$ cat src/rtl/line_follow_pkg.sv
// Shared types and constants for the line-following drive controller.
//   state_e : FSM state encoding (also driven out on the state port)
//   turn_e  : remembered direction of the most recent pivot
//   DIR_*   : motor_dir codes, {left[1:0], right[1:0]}, 01 = fwd, 10 = rev, 00 = brake
package line_follow_pkg;

    typedef enum logic [2:0] {
        StIdle     = 3'd0,
        StFollow   = 3'd1,
        StObstacle = 3'd2,
        StReverse  = 3'd3,
        StSearch   = 3'd4,
        StStop     = 3'd5
    } state_e;

    typedef enum logic {
        TurnLeft  = 1'b0,
        TurnRight = 1'b1
    } turn_e;

    localparam logic [3:0] DIR_BRAKE = 4'b0000;
    localparam logic [3:0] DIR_FWD   = 4'b0101;
    localparam logic [3:0] DIR_REV   = 4'b1010;
    localparam logic [3:0] DIR_PIV_L = 4'b1001;
    localparam logic [3:0] DIR_PIV_R = 4'b0110;

    function automatic int unsigned max_u(input int unsigned a, input int unsigned b);
        return (a > b) ? a : b;
    endfunction

endpackage

$ cat src/rtl/line_follow_ctrl_if.sv
// Bundle between the sensor front end / drive pins and line_follow_ctrl.
//   enable, line, proxim, duty_fwd, duty_turn : controller inputs
//   motor_dir, motor_en, state, fault         : controller outputs
// master = environment side, slave = controller side.
interface line_follow_ctrl_if #(
    parameter int unsigned NUM_SENSORS = 3,
    parameter int unsigned PWM_W       = 8
);
    logic                   enable;
    logic [NUM_SENSORS-1:0] line;
    logic                   proxim;
    logic [PWM_W-1:0]       duty_fwd;
    logic [PWM_W-1:0]       duty_turn;
    logic [3:0]             motor_dir;
    logic [1:0]             motor_en;
    logic [2:0]             state;
    logic                   fault;

    modport master (
        output enable, line, proxim, duty_fwd, duty_turn,
        input  motor_dir, motor_en, state, fault
    );

    modport slave (
        input  enable, line, proxim, duty_fwd, duty_turn,
        output motor_dir, motor_en, state, fault
    );
endinterface

$ cat src/rtl/sync_debounce.sv
// Two-flop synchroniser followed by an optional stable-count debouncer.
//   clk, reset : clock and synchronous active-high reset
//   d_i        : asynchronous input vector
//   q_o        : synchronised (CYCLES = 0) or debounced value
// The debounced output only follows the synchronised value after it has
// differed from the output for CYCLES consecutive clocks.
module sync_debounce #(
    parameter int unsigned CYCLES = 16,
    parameter int unsigned WIDTH  = 1
) (
    input  logic             clk,
    input  logic             reset,
    input  logic [WIDTH-1:0] d_i,
    output logic [WIDTH-1:0] q_o
);

    logic [WIDTH-1:0] s1_q;
    logic [WIDTH-1:0] s2_q;

    always_ff @(posedge clk) begin
        if (reset) begin
            s1_q <= '0;
            s2_q <= '0;
        end else begin
            s1_q <= d_i;
            s2_q <= s1_q;
        end
    end

    if (CYCLES == 0) begin : g_bypass
        assign q_o = s2_q;
    end else begin : g_debounce
        localparam int unsigned CW = (CYCLES > 1) ? $clog2(CYCLES) : 1;
        localparam logic [CW-1:0] CntLast = CW'(CYCLES - 1);

        logic [CW-1:0]    cnt_q, cnt_d;
        logic [WIDTH-1:0] stable_q, stable_d;

        always_comb begin
            stable_d = stable_q;
            cnt_d    = '0;
            // Any cycle where input matches output restarts the run.
            if (s2_q != stable_q) begin
                if (cnt_q == CntLast) begin
                    stable_d = s2_q;
                end else begin
                    cnt_d = cnt_q + 1'b1;
                end
            end
        end

        always_ff @(posedge clk) begin
            if (reset) begin
                cnt_q    <= '0;
                stable_q <= '0;
            end else begin
                cnt_q    <= cnt_d;
                stable_q <= stable_d;
            end
        end

        assign q_o = stable_q;
    end

endmodule

$ cat src/rtl/line_follow_ctrl.sv
// Line-following drive controller: sensor decode, obstacle hold/reverse,
// lost-line search and fault stop, driving per-wheel direction and PWM enables.
//   clk, reset : clock and synchronous active-high reset
//   bus        : line_follow_ctrl_if.slave (enable, line, proxim, duty_fwd,
//                duty_turn in; motor_dir, motor_en, state, fault out)
// All outputs are registered from the next-state values, so a line pin change
// reaches motor_dir three clocks later (two synchroniser flops + output flop).
module line_follow_ctrl
    import line_follow_pkg::*;
#(
    parameter int unsigned NUM_SENSORS    = 3,
    parameter int unsigned PWM_W          = 8,
    parameter int unsigned PROX_DEBOUNCE  = 16,
    parameter int unsigned LOST_DELAY     = 64,
    parameter int unsigned HOLD_TIMEOUT   = 4096,
    parameter int unsigned REV_CYCLES     = 1024,
    parameter int unsigned SEARCH_TIMEOUT = 8192
) (
    input logic                clk,
    input logic                reset,
    line_follow_ctrl_if.slave  bus
);

    localparam int unsigned C    = NUM_SENSORS / 2;
    localparam int unsigned TMax = max_u(max_u(LOST_DELAY, HOLD_TIMEOUT),
                                         max_u(REV_CYCLES, SEARCH_TIMEOUT));
    localparam int unsigned TW   = $clog2(TMax + 1);

    localparam logic [TW-1:0] LostLast   = TW'(LOST_DELAY - 1);
    localparam logic [TW-1:0] HoldLast   = TW'(HOLD_TIMEOUT - 1);
    localparam logic [TW-1:0] RevLast    = TW'(REV_CYCLES - 1);
    localparam logic [TW-1:0] SearchLast = TW'(SEARCH_TIMEOUT - 1);
    localparam logic [NUM_SENSORS-1:0] LowMask = {NUM_SENSORS{1'b1}} >> (NUM_SENSORS - C);

    logic [NUM_SENSORS-1:0] line_s;
    logic                   prox_db;

    sync_debounce #(
        .CYCLES (0),
        .WIDTH  (NUM_SENSORS)
    ) u_line_sync (
        .clk   (clk),
        .reset (reset),
        .d_i   (bus.line),
        .q_o   (line_s)
    );

    sync_debounce #(
        .CYCLES (PROX_DEBOUNCE),
        .WIDTH  (1)
    ) u_prox_sync (
        .clk   (clk),
        .reset (reset),
        .d_i   (bus.proxim),
        .q_o   (prox_db)
    );

    // Line decode.
    logic lhit, rhit, line_none, piv_l, piv_r;
    assign lhit      = |(line_s >> (C + 1));
    assign rhit      = |(line_s & LowMask);
    assign line_none = (line_s == '0);
    assign piv_l     = lhit && !rhit;
    assign piv_r     = rhit && !lhit;

    state_e           state_q, state_d;
    logic [TW-1:0]    timer_q, timer_d;
    turn_e            last_turn_q, last_turn_d;
    logic [PWM_W-1:0] cnt_q;
    logic [3:0]       dir_q, dir_d;
    logic [1:0]       en_q, en_d;
    logic             fault_q;
    logic [PWM_W-1:0] duty;

    // Next-state and per-state timer. The timer stops one short of each limit,
    // so it can never wrap.
    always_comb begin
        state_d = state_q;
        timer_d = timer_q;
        if (!bus.enable) begin
            state_d = StIdle;
        end else begin
            unique case (state_q)
                StIdle: state_d = StFollow;
                StFollow: begin
                    if (prox_db) begin
                        state_d = StObstacle;
                    end else if (line_none) begin
                        if (timer_q >= LostLast) state_d = StSearch;
                        else                     timer_d = timer_q + 1'b1;
                    end else begin
                        timer_d = '0;
                    end
                end
                StObstacle: begin
                    if (!prox_db)                state_d = StFollow;
                    else if (timer_q >= HoldLast) state_d = StReverse;
                    else                          timer_d = timer_q + 1'b1;
                end
                StReverse: begin
                    if (timer_q >= RevLast) state_d = prox_db ? StObstacle : StFollow;
                    else                    timer_d = timer_q + 1'b1;
                end
                StSearch: begin
                    if (prox_db)                    state_d = StObstacle;
                    else if (!line_none)            state_d = StFollow;
                    else if (timer_q >= SearchLast) state_d = StStop;
                    else                            timer_d = timer_q + 1'b1;
                end
                StStop:  state_d = StStop;
                default: state_d = StIdle;
            endcase
        end
        if (state_d != state_q) timer_d = '0;
    end

    // Output decode from the next state, registered below.
    always_comb begin
        dir_d       = DIR_BRAKE;
        duty        = '0;
        last_turn_d = last_turn_q;
        unique case (state_d)
            StFollow: begin
                if (piv_l) begin
                    dir_d       = DIR_PIV_L;
                    duty        = bus.duty_turn;
                    last_turn_d = TurnLeft;
                end else if (piv_r) begin
                    dir_d       = DIR_PIV_R;
                    duty        = bus.duty_turn;
                    last_turn_d = TurnRight;
                end else if (!line_none) begin
                    dir_d = DIR_FWD;
                    duty  = bus.duty_fwd;
                end
            end
            StReverse: begin
                dir_d = DIR_REV;
                duty  = bus.duty_fwd;
            end
            StSearch: begin
                dir_d = (last_turn_q == TurnLeft) ? DIR_PIV_L : DIR_PIV_R;
                duty  = bus.duty_turn;
            end
            default: ;
        endcase
        en_d[1] = (dir_d[3:2] != 2'b00) && (cnt_q < duty);
        en_d[0] = (dir_d[1:0] != 2'b00) && (cnt_q < duty);
    end

    always_ff @(posedge clk) begin
        if (reset) begin
            state_q     <= StIdle;
            timer_q     <= '0;
            last_turn_q <= TurnLeft;
            cnt_q       <= '0;
            dir_q       <= DIR_BRAKE;
            en_q        <= 2'b00;
            fault_q     <= 1'b0;
        end else begin
            state_q     <= state_d;
            timer_q     <= timer_d;
            last_turn_q <= last_turn_d;
            cnt_q       <= cnt_q + 1'b1;
            dir_q       <= dir_d;
            en_q        <= en_d;
            fault_q     <= (state_d == StStop);
        end
    end

    assign bus.motor_dir = dir_q;
    assign bus.motor_en  = en_q;
    assign bus.state     = state_q;
    assign bus.fault     = fault_q;

endmodule

$ cat src/flat_wrapper.sv
// flat-port wrapper written by rule: the top's interface ports become plain ports
module line_follow_ctrl_flat import line_follow_pkg::*;
#(
    parameter int unsigned NUM_SENSORS    = 3,
    parameter int unsigned PWM_W          = 8,
    parameter int unsigned PROX_DEBOUNCE  = 16,
    parameter int unsigned LOST_DELAY     = 64,
    parameter int unsigned HOLD_TIMEOUT   = 4096,
    parameter int unsigned REV_CYCLES     = 1024,
    parameter int unsigned SEARCH_TIMEOUT = 8192
)
  (clk, reset, bus_enable, bus_line, bus_proxim, bus_duty_fwd, bus_duty_turn, bus_motor_dir, bus_motor_en, bus_state, bus_fault);
  line_follow_ctrl_if #(.NUM_SENSORS(NUM_SENSORS), .PWM_W(PWM_W)) bus_i ();
  input logic clk;
  input logic reset;
  input wire logic [$bits(bus_i.enable)-1:0] bus_enable;
  input wire logic [$bits(bus_i.line)-1:0] bus_line;
  input wire logic [$bits(bus_i.proxim)-1:0] bus_proxim;
  input wire logic [$bits(bus_i.duty_fwd)-1:0] bus_duty_fwd;
  input wire logic [$bits(bus_i.duty_turn)-1:0] bus_duty_turn;
  output wire logic [$bits(bus_i.motor_dir)-1:0] bus_motor_dir;
  output wire logic [$bits(bus_i.motor_en)-1:0] bus_motor_en;
  output wire logic [$bits(bus_i.state)-1:0] bus_state;
  output wire logic [$bits(bus_i.fault)-1:0] bus_fault;
  assign bus_i.enable = bus_enable;
  assign bus_i.line = bus_line;
  assign bus_i.proxim = bus_proxim;
  assign bus_i.duty_fwd = bus_duty_fwd;
  assign bus_i.duty_turn = bus_duty_turn;
  assign bus_motor_dir = bus_i.motor_dir;
  assign bus_motor_en = bus_i.motor_en;
  assign bus_state = bus_i.state;
  assign bus_fault = bus_i.fault;
  line_follow_ctrl #(.NUM_SENSORS(NUM_SENSORS), .PWM_W(PWM_W), .PROX_DEBOUNCE(PROX_DEBOUNCE), .LOST_DELAY(LOST_DELAY), .HOLD_TIMEOUT(HOLD_TIMEOUT), .REV_CYCLES(REV_CYCLES), .SEARCH_TIMEOUT(SEARCH_TIMEOUT)) u_core (.clk(clk), .reset(reset), .bus(bus_i));
endmodule
$ cat config.mk
export PLATFORM = sky130hd
export DESIGN_NAME = line_follow_ctrl_flat
export DESIGN_NICKNAME = d
export VERILOG_FILES = /design/src/rtl/line_follow_pkg.sv /design/src/rtl/line_follow_ctrl_if.sv /design/src/rtl/sync_debounce.sv /design/src/rtl/line_follow_ctrl.sv /design/src/flat_wrapper.sv
export SDC_FILE = /design/constraint.sdc
export NUM_CORES = 1
export LEC_CHECK = 0
export BUFFER_PORTS_ARGS = -buffer_cell sky130_fd_sc_hd__buf_2
export CORE_MARGIN = 2
export CORE_UTILIZATION = 57
export DETAILED_ROUTE_END_ITERATION = 10
export GPL_TIMING_DRIVEN = 0
export PLACE_DENSITY = 0.86
export SLEW_MARGIN = 20
export SYNTH_ARGS = -nofsm -noshare
export SYNTH_HDL_FRONTEND = slang
export SYNTH_SLANG_ARGS = --single-unit
$ cat constraint.sdc
create_clock -name clk -period 3.68 [get_ports clk]
set_input_delay 0.552 -clock clk [delete_from_list [all_inputs] [get_ports clk]]
set_output_delay 0.552 -clock clk [all_outputs]
set_load 0.05 [all_outputs]
# ---- Word level (Yosys, flattened, before mapping)
# Index checks and enable logic that the tools add are counted.
dict set report op_classes {
  reduce_logical 17
  n_div 0
  bitwise 1
  magnitude_cmp 5
  n_mux 33
  mul 0
  eq_ne 20
  shift 0
  add_sub_neg 3
}
# cell count
set op_table {}
lappend op_table {{14-bit two-way mux} 9}
lappend op_table {{14-bit case mux with 4 select lines} 1}
lappend op_table {{3-bit two-way mux} 11}
lappend op_table {{8-bit two-way mux} 3}
lappend op_table {{8-bit case mux with 3 select lines} 1}
lappend op_table {{3-bit case mux with 6 select lines} 1}
lappend op_table {{14-bit by 1-bit adder with 14-bit output, second input constant} 1}
lappend op_table {{14-bit by 10-bit greater-or-equal comparator with 1-bit output, second input constant} 1}
lappend op_table {{14-bit by 12-bit greater-or-equal comparator with 1-bit output, second input constant} 1}
lappend op_table {{14-bit by 13-bit greater-or-equal comparator with 1-bit output, second input constant} 1}
lappend op_table {{14-bit by 6-bit greater-or-equal comparator with 1-bit output, second input constant} 1}
lappend op_table {{3-bit == test, second input constant} 4}
lappend op_table {{4-bit two-way mux} 3}
lappend op_table {{2-bit inequality test, second input constant} 6}
lappend op_table {{4-bit case mux with 3 select lines} 1}
lappend op_table {{10-bit AND reduction} 1}
lappend op_table {{3-bit by 2-bit == test with 1-bit output, second input constant} 3}
lappend op_table {{8-bit by 1-bit adder with 8-bit output, second input constant} 1}
lappend op_table {{8-bit less-than comparator} 1}
lappend op_table {{3-bit by 1-bit == test with 1-bit output, second input constant} 2}
lappend op_table {{3-bit logical NOT} 2}
lappend op_table {{2-bit nonzero test} 3}
lappend op_table {{4-bit by 1-bit adder with 4-bit output, second input constant} 1}
lappend op_table {{4-bit == test, second input constant} 1}
lappend op_table {{13 further kinds} 19}
dict set report word_totals {
  wordCells 92
  ram_bits 0
  regBits 46
  mem_count 0
  latch_bits 0
  output_inout_bits 10
  romBits 0
  input_bits 23
}

# ---- Depth between registers and ports, before layout
# Gate-level depths: netlist of the first run.
dict set report logic_depth {
  ltp_word 10
  ltp_mapped 16
}

# ---- Hierarchy
# A second synthesis of the first run with hierarchy kept.
dict set report unflattened {
  hier_cells 274
  hier_area_um2 2542.4
}
# module cells_per_inst instances area_each_um2
set modules_own_cells {}
lappend modules_own_cells {line_follow_ctrl 239 1 2137.0}
lappend modules_own_cells {{sync_debounce at u_core.u_prox_sync} 23 1 247.7}
lappend modules_own_cells {{sync_debounce at u_core.u_line_sync} 12 1 157.7}

# ---- Least setup slack after synthesis of the first run
# Ideal clock, no wire load.
dict set report synth_path {
  path_type {reg-to-reg}
  start {reg u_core.state_q[1] (netlist: u_core.bus.state[1])}
  end {reg u_core.en_q[0] (netlist: u_core.bus.motor_en[0])}
  setup_ns 0.066
  path_buffers 1
  synth_period_minus_slack_ns 3.396
  slack_ns 0.284
  path_stages_with_launch 17
  t_required_ns 3.614
  arrival_time_ns 3.330
  path_cell_list {dfxtp_1 > clkbuf_1 > nor2_1 > a21oi_1 > o221ai_1 > a21oi_2 > nand2_2 > o22a_2 > nor2_1 > a22oi_1 > ha_1 > a21o_1 > a21o_1 > a21oi_1 > nand2_1 > o21ai_2 > a21boi_2}
}
dict set report synth_via {
  elab_chain_len 9
  elab_cells_between_ends 25
}
# item line_no
set synth_rtl {}
lappend synth_rtl {{start: declaration} line_follow_ctrl.sv:66} ;# state_e state_q, state_d;
lappend synth_rtl {{start signal: assignment} line_follow_ctrl.sv:153} ;# state_q <= StIdle;
lappend synth_rtl {{start signal: assignment} line_follow_ctrl.sv:161} ;# state_q <= state_d;
lappend synth_rtl {{3-bit two-way mux (on tied branches)} {line_follow_ctrl.sv:107, line_follow_ctrl.sv:89}}
lappend synth_rtl {{3-bit two-way mux (on tied branches)} {line_follow_ctrl.sv:106, line_follow_ctrl.sv:88}}
lappend synth_rtl {{3-bit two-way mux (on tied branches)} {line_follow_ctrl.sv:105, line_follow_ctrl.sv:86}}
lappend synth_rtl {{3-bit case mux with 6 select lines *} line_follow_ctrl.sv:83} ;# unique case (state_q)
lappend synth_rtl {{3-bit two-way mux *} line_follow_ctrl.sv:80} ;# if (!bus.enable) begin
lappend synth_rtl {{3-bit == test, or another cell as far along} line_follow_ctrl.sv:122} ;# unique case (state_d)
lappend synth_rtl {{8-bit case mux with 3 select lines / 4-bit case mux with 3 select lines (equally long branches)} line_follow_ctrl.sv:122}
lappend synth_rtl {{8-bit less-than comparator / 2-bit nonzero test (equally long branches)} line_follow_ctrl.sv:148} ;# en_d[0] = (dir_d[1:0] != 2'b00) && (cnt_q < duty);
lappend synth_rtl {{1-bit logical AND *} line_follow_ctrl.sv:148}
lappend synth_rtl {{end signal: assignment} line_follow_ctrl.sv:166} ;# en_q <= en_d;
lappend synth_rtl {{end: declaration} line_follow_ctrl.sv:71} ;# logic [1:0] en_q, en_d;
# Every way passes the cells marked *; elsewhere a longest branch is shown, timed or not.
# A chain may end at the register's enable or synchronous reset.

# ---- Worst setup path in the final report of the first run
dict set report layout_path {
  start {reg u_core.timer_q[12]}
  end {reg u_core.en_q[0] (netlist: u_core.bus.motor_en[0])}
}
dict set report layout_via {
  elab_chain_len 10
  elab_cells_between_ends 23
}
# item line_no
set layout_rtl {}
lappend layout_rtl {{start: declaration} line_follow_ctrl.sv:67} ;# logic [TW-1:0] timer_q, timer_d;
lappend layout_rtl {{start signal: assignment} line_follow_ctrl.sv:162} ;# timer_q <= timer_d;
lappend layout_rtl {{14-bit by 13-bit greater-or-equal comparator with 1-bit output / 14-bit by 6-bit greater-or-equal comparator with 1-bit output (equally long branches)} {line_follow_ctrl.sv:107, line_follow_ctrl.sv:89}}
lappend layout_rtl {{3-bit two-way mux (on tied branches)} {line_follow_ctrl.sv:107, line_follow_ctrl.sv:89}}
lappend layout_rtl {{3-bit two-way mux (on tied branches)} {line_follow_ctrl.sv:106, line_follow_ctrl.sv:88}}
lappend layout_rtl {{3-bit two-way mux (on tied branches)} {line_follow_ctrl.sv:105, line_follow_ctrl.sv:86}}
lappend layout_rtl {{3-bit case mux with 6 select lines *} line_follow_ctrl.sv:83}
lappend layout_rtl {{3-bit two-way mux *} line_follow_ctrl.sv:80}
lappend layout_rtl {{3-bit == test, or another cell as far along} line_follow_ctrl.sv:122}
lappend layout_rtl {{8-bit case mux with 3 select lines / 4-bit case mux with 3 select lines (equally long branches)} line_follow_ctrl.sv:122}
lappend layout_rtl {{8-bit less-than comparator / 2-bit nonzero test (equally long branches)} line_follow_ctrl.sv:148}
lappend layout_rtl {{1-bit logical AND *} line_follow_ctrl.sv:148}
# Marks and branches as above.

==> qor.yml, run 1 <==
status: "completed"
crit_path_max_incr_delay_ns: 0.55
vias_per_cell: 5.77
die_width_um: 69.7
synth_largest_area_cell: "dfxtp_1"
yosysWarnings: 0
finalWeightedCongestion: 0.888
worstSetupStartpointType: "flop"
synth_edf_count: 0
drv_slew: 0
yosys.area.top_type_share_pct: 37.4
antenna_found_initial: 0
arrival_ns: 3.74
cap_violations: 0
cts_tree: "built"
fin_crit_sh_pct: 95.1
synth-seq-area-share_pct: 37.4
synth_ff_type: "dfxtp_1"
syn_nets: 310
powerDensity_nw_per_um2: 360
finalSetupViolCount: 0
grt_max_degree: 14
drc: 0
async_reset_ff_share_pct: 0
crit_family: "compound AO/OA/AOI/OAI gates"
grt_overflow: 0
ys_seq_elements: 46
synth_cell_types: 59
power_mw: 1.03
num_io_pins: 33
layout-drive-gt1-share_pct: 22.5
first_global_vias: 1953
drt_iter0_drc: 137
wirelength_um: 5390
fillCellCount: 321
cts.sinks: 46
dp_hpwl_um: 3820
path_clk_slew_ns: 0.09
detail_route.first_pass.iterations: 4
fin_crit_ns: 3.50
io_buffers: 31
clockBufferDepth: 2
wire_per_inst_um: 14.7
grt_first_pass_wirelength_um: 8840
numCtsBuffers: 5
clk_latency_ns: 0.30
fp-row-count: 23
required_ns: 3.92
core_area_um2: 4090
utilization_pct: 69.7
hold_path_class: "reg2reg"
critPathBufInv: 0
track_usage_pct: 22.7
p_leak_nw: 1.25
die_h_um: 69.7
synth.top_cells.by_area: "dfxtp_1, ha_1, nor2_1, xor2_1, xnor2_1"
synth_common_cells: "dfxtp_1, nor2_1, nand2_1, xor2_1, ha_1"
peakVddDrop_uv: 241
critPathSlowestCell: "or4_4"
start_util_pct: 60.2
die_area_um2: 4860
yosysMostFrequentCell: "dfxtp_1"
placed_cell_area_um2: 2680
fmax_ghz: 0.286
finalSetupTns_ns: 0
tightestPinTransition_ns: 0.470
antenna-diode-count: 0
area_delta_synth_final_pct: 15.9
htree_levels: 2
critical_path.most_common_cell: "a21o_1"
design_area_um2: 2850
slew_headroom_pct: 68.4
syn_inst: 274
synth_area_per_cell_um2: 8.98
finClkSkew_ns: 0.00678
via_count: 2110
final_nets: 351
hold_viol: 0
cp-end-kind: "flop"
ctsHoldBuffers: 0
critical_path_class: "reg2reg"
root_buffer: "clkbuf_8"
critPathMaxFanout: 8
ant_nets: 0
path_cells: "or4_4 > a211o_4 > a22oi_4 > and4bb_4 > a31o_4 > a22oi_1 > ha_1 > a21o_1 > a21o_1 > a21oi_1 > nand2_1 > o21ai_2 > a21boi_2"
syn_area_um2: 2460
==> repair_timing <==
action	CTS	global route
buffers inserted	0	4
gates resized for setup	2	7
cloned	0	0
pin swaps	0	3
setup endpoints to repair	2	2
==> layout make-up <==
| type | instances | area [um2] | area share, % |
|---|---|---|---|
| buffer | 9 | 45.0 | 1.58 |
| clock buffer | 7 | 76.3 | 2.68 |
| clock inverter | 1 | 30.0 | 1.05 |
| inverter | 6 | 22.5 | 0.790 |
| multi-input combinational | 212 | 1510 | 52.9 |
| sequential | 46 | 921 | 32.3 |
| tap | 50 | 62.6 | 2.19 |
| timing repair buffer | 35 | 185 | 6.50 |
==> registers in the layout, indices dropped and copies added, names as in the netlist <==
register	count
u_core.u_line_sync.q_o	3
u_core.last_turn_q	1
u_core.u_prox_sync.g_debounce.cnt_q	4
u_core.bus.motor_dir	4
u_core.timer_q	14
u_core.bus.fault	1
u_core.u_prox_sync.s2_q	1
u_core.u_prox_sync.s1_q	1
u_core.cnt_q	8
u_core.u_line_sync.s1_q	3
u_core.bus.state	3
u_core.u_prox_sync.q_o	1
u_core.bus.motor_en	2
==> placed cells by master (no fill, tap or decap), drive strengths merged, types with 3 or more instances in the layout <==
| cell type | n |
|---|---|
| a21oi | 8 |
| nand2b | 5 |
| buf | 37 |
| nand3 | 12 |
| inv | 6 |
| nor2b | 12 |
| nand4 | 5 |
| a22oi | 8 |
| and2 | 7 |
| o21a | 3 |
| nand2 | 16 |
| xor2 | 14 |
| o21ai | 5 |
| clkbuf | 14 |
| a211oi | 3 |
| nand3b | 3 |
| and3 | 10 |
| nor2 | 41 |
| xnor2 | 9 |
| ha | 13 |
| dfxtp | 46 |
| nor3 | 4 |
==> cells by family after synthesis <==
family,synth area share (%)
adder cells (fa/ha/maj),6.61
AO/OA/AOI/OAI,17.5
buffers and inverters,2.90
XOR/XNOR,8.19
multiplexers,0.407
flip-flops,37.4
AND/OR/NAND/NOR,27.0
==> worst register-to-register path, cell delays in order, from the launching register on <==
cell and delay, ns:
dfxtp_1 0.35, or4_4 0.55, a211o_4 0.36, a22oi_4 0.26, and4bb_4 0.34, a31o_4 0.20
a22oi_1 0.09, ha_1 0.32, a21o_1 0.19, a21o_1 0.17, a21oi_1 0.18, nand2_1 0.09
o21ai_2 0.17, a21boi_2 0.17
==> metal layers <==
layer  wire [um]  vias to the layer above  GRT usage, %
met5           0                        -             0
met4          78                        0          7.69
met3         243                        7          5.81
met2        2750                       45          38.2
met1        2320                     1012          28.2
li1            -                     1046             -
==> worst paths after layout <==
path,depth (start not counted),end,start,slack [ns]
setup reg to reg,13,u_core.bus.motor_en[0],u_core.timer_q[12],0.18
hold / removal,1,u_core.u_line_sync.q_o[0],u_core.u_line_sync.s1_q[0],0.45
setup / recovery,13,u_core.bus.motor_en[0],u_core.timer_q[12],0.18
hold reg to reg,1,u_core.u_line_sync.q_o[0],u_core.u_line_sync.s1_q[0],0.45
==> per-stage QoR <==
stage	worst slack (ns)	instances	hold slack (ns)
floorplan	0.284	274	0.414
global route	-0.0319	366	0.463
global placement	-0.0377	355	0.417
CTS	0.0283	363	0.453
finish	0.179	366	0.452
detailed placement	-0.0436	355	0.434
==> power by group <==
group | switching, mW | total [mW] | internal (mW)
sequential | 0.00727 | 0.516 | 0.509
combinational | 0.0799 | 0.138 | 0.0576
clock | 0.169 | 0.372 | 0.203
(Power assumes the default switching activity.)
==> run 2: changes to the inputs <==
Settings changed: CORE_UTILIZATION 57 to 35, CTS_CLUSTER_DIAMETER set to 200, PLACE_DENSITY 0.86 to 0.6, RECOVER_POWER set to 50.
==> qor.yml, run 2 (synthesized netlist as in run 1, its figures left out) <==
wirelength_um: 5010  # -6.9%
critPathMaxFanout: 8  # unchanged
peakVddDrop_uv: 163  # -33%
fmax_ghz: 0.293  # +2.6%
finalSetupTns_ns: 0  # unchanged
cp-end-kind: "flop"
rsz0062_at_grt: "false"
wire_per_inst_um: 12.1  # -18%
first_global_vias: 1812  # -7.2%
utilization_pct: 42.3  # -27 points
largest_register_ffs: 14  # unchanged
numCtsBuffers: 5  # unchanged
drt_iter0_drc: 59  # -57%
final_cell_mix: "dfxtp_1, nor2_1, buf_2"
grt_overflow: 0  # unchanged
final_nets: 353  # +0.57%
design_area_um2: 2870  # +0.79%
p_clk_share_pct: 32.8  # -3.5 points
pwr-share-seq_pct: 53.7  # +3.4 points
die_h_um: 87.8  # +26%
hold_viol: 0  # unchanged
htree_levels: 2  # unchanged
top_register: "u_core.timer_q"
num_io_pins: 33  # unchanged
cap_violations: 0  # unchanged
track_usage_pct: 13.7  # -9.0 points
final_common_cell: "dfxtp_1"
arrival_ns: 3.65  # -0.09 ns
grt_max_degree: 14  # unchanged
p_int_uw: 717  # -6.9%
slew_headroom_pct: 59.0  # -9.4 points
holdWs_ns: 0.443  # -0.00922 ns
via_count: 2027  # -3.9%
placedCellCount: 401  # +13%
io_buffers: 31  # unchanged
required_ns: 3.91  # about the same
grt_first_pass_wirelength_um: 8350  # -5.5%
final_cells: 414  # +13%
status: "completed"
p_leak_nw: 1.21  # -2.6%
detail_route.first_pass.iterations: 4  # unchanged
critical_path_class: "reg2reg"
clk_latency_ns: 0.30  # about the same
hold_path_class: "reg2reg"
dp_hpwl_um: 3730  # -2.5%
tightestPinTransition_ns: 0.617  # +0.147 ns
core_area_um2: 6790  # +66%
layout-drive-gt1-share_pct: 20.4  # -2.0 points
worstSetupStartpointType: "flop"
drv_slew: 0  # unchanged
fp-row-count: 30  # +30%
antenna-diode-count: 0  # unchanged
p_sw_uw: 245  # -4.3%
powerDensity_nw_per_um2: 335  # -7.0%
placed_cell_area_um2: 2740  # +2.1%
cts.sinks: 46  # unchanged
finClkSkew_ns: 0.00501  # -0.00177 ns
die_width_um: 87.8  # +26%
die_area_um2: 7710  # +59%
vias_per_cell: 4.90  # -15%
drc: 0  # unchanged
root_buffer: "clkbuf_8"
largestRegisters: "u_core.timer_q (14), u_core.cnt_q (8)"
finalWeightedCongestion: 0.836  # -5.9%
start_util_pct: 36.2  # -24 points
cts_tree: "built"
fin_crit_sh_pct: 92.7  # -2.4 points
ctsHoldBuffers: 0  # unchanged
p_comb_share_pct: 13.6  # +0.2 points
place_ws_ns: -0.0624  # -0.0188 ns
ant_nets: 0  # unchanged
clockBufferDepth: 2  # unchanged
fin_ws_ns: 0.268  # +0.0887 ns
power_uw: 962  # -6.2%
fin_crit_ns: 3.41  # -0.0887 ns
path_clk_slew_ns: 0.08  # about the same
antenna_found_initial: 0  # unchanged
area_delta_synth_final_pct: 16.8
finalSetupViolCount: 0  # unchanged
swShare_pct: 25.5  # +0.51 points
[run 2: changes by cell type in the layout (fill, tap and decap cells not counted), sizes merged]
cell	before	now
bufinv	1	0
buf	37	32
clkbuf	14	21
clkinv	0	1
[run 2: worst paths after layout]
check	cells past startpoint	slack (ns)	start	endpoint
setup / recovery	13	0.27	u_core.timer_q[12]	u_core.bus.motor_en[0]
hold reg to reg	1	0.44	u_core.u_prox_sync.s1_q	u_core.u_prox_sync.s2_q
hold / removal	1	0.44	u_core.u_prox_sync.s1_q	u_core.u_prox_sync.s2_q
setup reg to reg	13	0.27	u_core.timer_q[12]	u_core.bus.motor_en[0]
[run 2: layer usage]
layer	track usage, %	routed length, um	vias up
met3	3.20	139	11
met1	18.2	2460	936
met5	0	0	-
met2	21.3	2320	27
li1	-	-	1053
met4	5.59	98	0
[run 2: cell type report]
class                      instances  area (um2)
multi-input combinational        212        1480
tap                               96         120
timing repair buffer              36         185
clock buffer                       7        86.3
clock inverter                     1        5.00
buffer                            10        48.8
inverter                           6        22.5
sequential                        46         922
fill                             684        3920
[run 2: power by group through the flow]
stage                     clock network (mW)  logic (mW)  registers (mW)
final                                  0.315       0.131           0.516
after global routing                   0.350       0.146           0.518
after CTS                              0.329       0.128           0.516
after detailed placement                   0       0.127           0.528
after global placement                     0       0.126           0.528
after floorplan                            0      0.0816           0.538
[run 2: critical path, cell delays in order (launching register included)]
cell and delay (ns):
dfxtp_1 0.34, or4_4 0.54, a211o_4 0.36, a22oi_4 0.28, and4bb_4 0.34, a31o_2 0.19, a22oi_1 0.09, ha_1 0.30
a21o_1 0.18, a21o_1 0.16, a21oi_1 0.17, nand2_1 0.08, o21ai_2 0.16, a21boi_2 0.16
[run 2: timing repair]
| action | in CTS | in global routing |
|---|---|---|
| gates resized for setup | 1 | 4 |
| setup endpoints to repair | 2 | 2 |
| setup buffers | 0 | 5 |
| pin swaps | 0 | 2 |
==> run 3: changes to the inputs <==
Settings changed: CORE_ASPECT_RATIO set to 1.2, CTS_CLUSTER_DIAMETER 200 to 150, SLEW_MARGIN 20 to 10.
==> qor.yml, run 3 (synthesized netlist as in run 1, its figures left out) <==
arrival_ns: 3.71  # +0.06 ns
finClkSkew_ns: 0.0138  # +0.00882 ns
peakVddDrop_uv: 245  # +50%
numCtsBuffers: 5  # unchanged
wire_per_inst_um: 12.8  # +5.5%
use_met1_pct: 17.6  # -0.64 points
drv_slew: 0  # unchanged
p_clk_share_pct: 37.0  # +4.2 points
regToRegStartpoint: "u_core.timer_q[12]"
largest_register_ffs: 14  # unchanged
min_from: "u_core.u_line_sync.s1_q[2]"
fp-row-count: 33  # +10%
power_mw: 1.03  # +7.0%
clockBufferDepth: 2  # unchanged
critPathLaunch: "u_core.timer_q[12]"
powerDensity_nw_per_um2: 356  # +6.3%
pwr-share-seq_pct: 50.1  # -3.6 points
area_delta_synth_final_pct: 17.5
grt_first_pass_wirelength_um: 8460  # +1.3%
top_usage_layer: "met2"
finalSetupViolCount: 0  # unchanged
required_ns: 3.92  # about the same
die_h_um: 95.8  # +9.1%
dp_hpwl_um: 3930  # +5.5%
r2r_end: "u_core.bus.motor_en[0]"
vias_per_cell: 5.02  # +2.5%
p_leak_nw: 1.21  # -0.51%
p_comb_share_pct: 12.9  # -0.7 points
ant_nets: 0  # unchanged
antenna_found_initial: 0  # unchanged
finalWeightedCongestion: 0.830  # -0.71%
core_area_um2: 6810  # +0.28%
status: "completed"
die_area_um2: 7720  # about the same
fin_crit_ns: 3.48  # +0.0642 ns
cap_violations: 0  # unchanged
min_to: "u_core.u_line_sync.q_o[2]"
critical_path_class: "reg2reg"
grt_overflow: 0  # unchanged
hold_path_depth: 1  # unchanged
utilization_pct: 42.4  # +0.14 points
clk_latency_ns: 0.31  # about the same
layout-drive-gt1-share_pct: 20.6  # +0.13 points
num_io_pins: 33  # unchanged
start_util_pct: 36.1  # -0.10 points
cp-end-kind: "flop"
cts_tree: "built"
antenna-diode-count: 0  # unchanged
path_clk_slew_ns: 0.10  # +0.02 ns
met2_usage_pct: 23.7  # +2.3 points
drt_iter0_drc: 74  # +25%
top_register: "u_core.timer_q"
wirelength_um: 5150  # +2.7%
fin_crit_sh_pct: 94.5  # +1.7 points
track_usage_pct: 14.1  # +0.39 points
r2r_setup_slack_ns: 0.20  # -0.06 ns
io_buffers: 31  # unchanged
critPathMaxFanout: 8  # unchanged
hold_viol: 0  # unchanged
final_common_cell: "dfxtp_1"
detail_route.first_pass.iterations: 4  # unchanged
root_buffer: "clkbuf_8"
fmax_ghz: 0.288  # -1.8%
first_global_vias: 1859  # +2.6%
p_sw_uw: 261  # +6.8%
swShare_pct: 25.4  # -0.051 points
final_cell_mix: "dfxtp_1, nor2_1, buf_2"
slew_headroom_pct: 59.0  # about the same
htree_levels: 2  # unchanged
p_int_uw: 767  # +7.0%
rsz0062_at_grt: "false"
die_width_um: 80.5  # -8.3%
gr-usage-met3_pct: 3.00  # -0.20 points
cts.sinks: 46  # unchanged
worstSetupStartpointType: "flop"
via_count: 2022  # -0.25%
final_nets: 351  # -0.57%
drc: 0  # unchanged
hold_path_class: "reg2reg"
largestRegisters: "u_core.timer_q (14), u_core.cnt_q (8)"
grt_max_degree: 16  # +2
reg2reg_depth: 13  # unchanged
tightestPinTransition_ns: 0.617  # -0.000373 ns
## run 3: layer usage
metal / wire length [um] / part of all wire (%)
met2: 2420 / 47
met1: 2410 / 47
met5: 0 / 0
met3: 191 / 3.7
met4: 125 / 2.4
## run 3: what timing repair did
action,in CTS,in global routing
resized for setup,2,7
endpoints found under the setup margin,2,2
buffers inserted,0,3
hold buffers,0,0
pin swaps,0,3
## run 3: area by class of cell
| cell class | count | area (um2) |
|---|---|---|
| Sequential cell | 46 | 922 |
| Buffer | 10 | 48.8 |
| Tap cell | 87 | 109 |
| Clock inverter | 3 | 45.0 |
| Fill cell | 702 | 3920 |
| Timing Repair Buffer | 34 | 169 |
| Inverter | 6 | 22.5 |
| Multi-Input combinational cell | 212 | 1510 |
| Clock buffer | 5 | 68.8 |
## run 3: worst max-delay path, cell delays in order (launching register included)
cell      delay [ns]
dfxtp_1         0.36
or4_4           0.55
a211o_4         0.36
a22oi_4         0.28
and4bb_4        0.34
a31o_4          0.22
a22oi_2         0.09
ha_1            0.30
a21o_1          0.19
a21o_1          0.18
a21oi_2         0.15
nand2_1         0.08
o21ai_2         0.16
a21boi_2        0.16
## run 3: worst max-delay path by stage
| stage | endpoint | slack, ns |
|---|---|---|
| 2_1_floorplan | u_core.bus.motor_en[0] | 0.28 |
| 3_3_place_gp | u_core.bus.motor_en[0] | -0.05 |
| 3_5_place_dp | u_core.bus.motor_en[0] | -0.11 |
| 4_1_cts | u_core.bus.motor_en[0] | 0.02 |
| 5_1_grt | u_core.bus.motor_en[0] | 0.02 |
| 6_report | u_core.bus.motor_en[0] | 0.20 |
## run 3: power groups by stage
stage / Combinational (mW) / Sequential [mW] / Clock [mW]
finish: 0.132 / 0.516 / 0.380
global placement: 0.127 / 0.527 / 0
floorplan: 0.0816 / 0.538 / 0
CTS: 0.130 / 0.516 / 0.394
global route: 0.147 / 0.518 / 0.416
detailed placement: 0.128 / 0.528 / 0
## run 3: stage by stage
| stage | instance area (um2) | hold slack (ns) | setup WS (ns) | TNS (ns) | instances |
|---|---|---|---|---|---|
| 2_1_floorplan | 2460 | 0.414 | 0.284 | 0 | 274 |
| 3_3_place_gp | 2720 | 0.420 | -0.0525 | -0.0636 | 392 |
| 3_5_place_dp | 2720 | 0.420 | -0.108 | -0.176 | 392 |
| 4_1_cts | 2850 | 0.441 | 0.0233 | 0 | 400 |
| 5_1_grt | 2890 | 0.455 | 0.0163 | 0 | 403 |
| 6_report | 2890 | 0.439 | 0.203 | 0 | 403 |
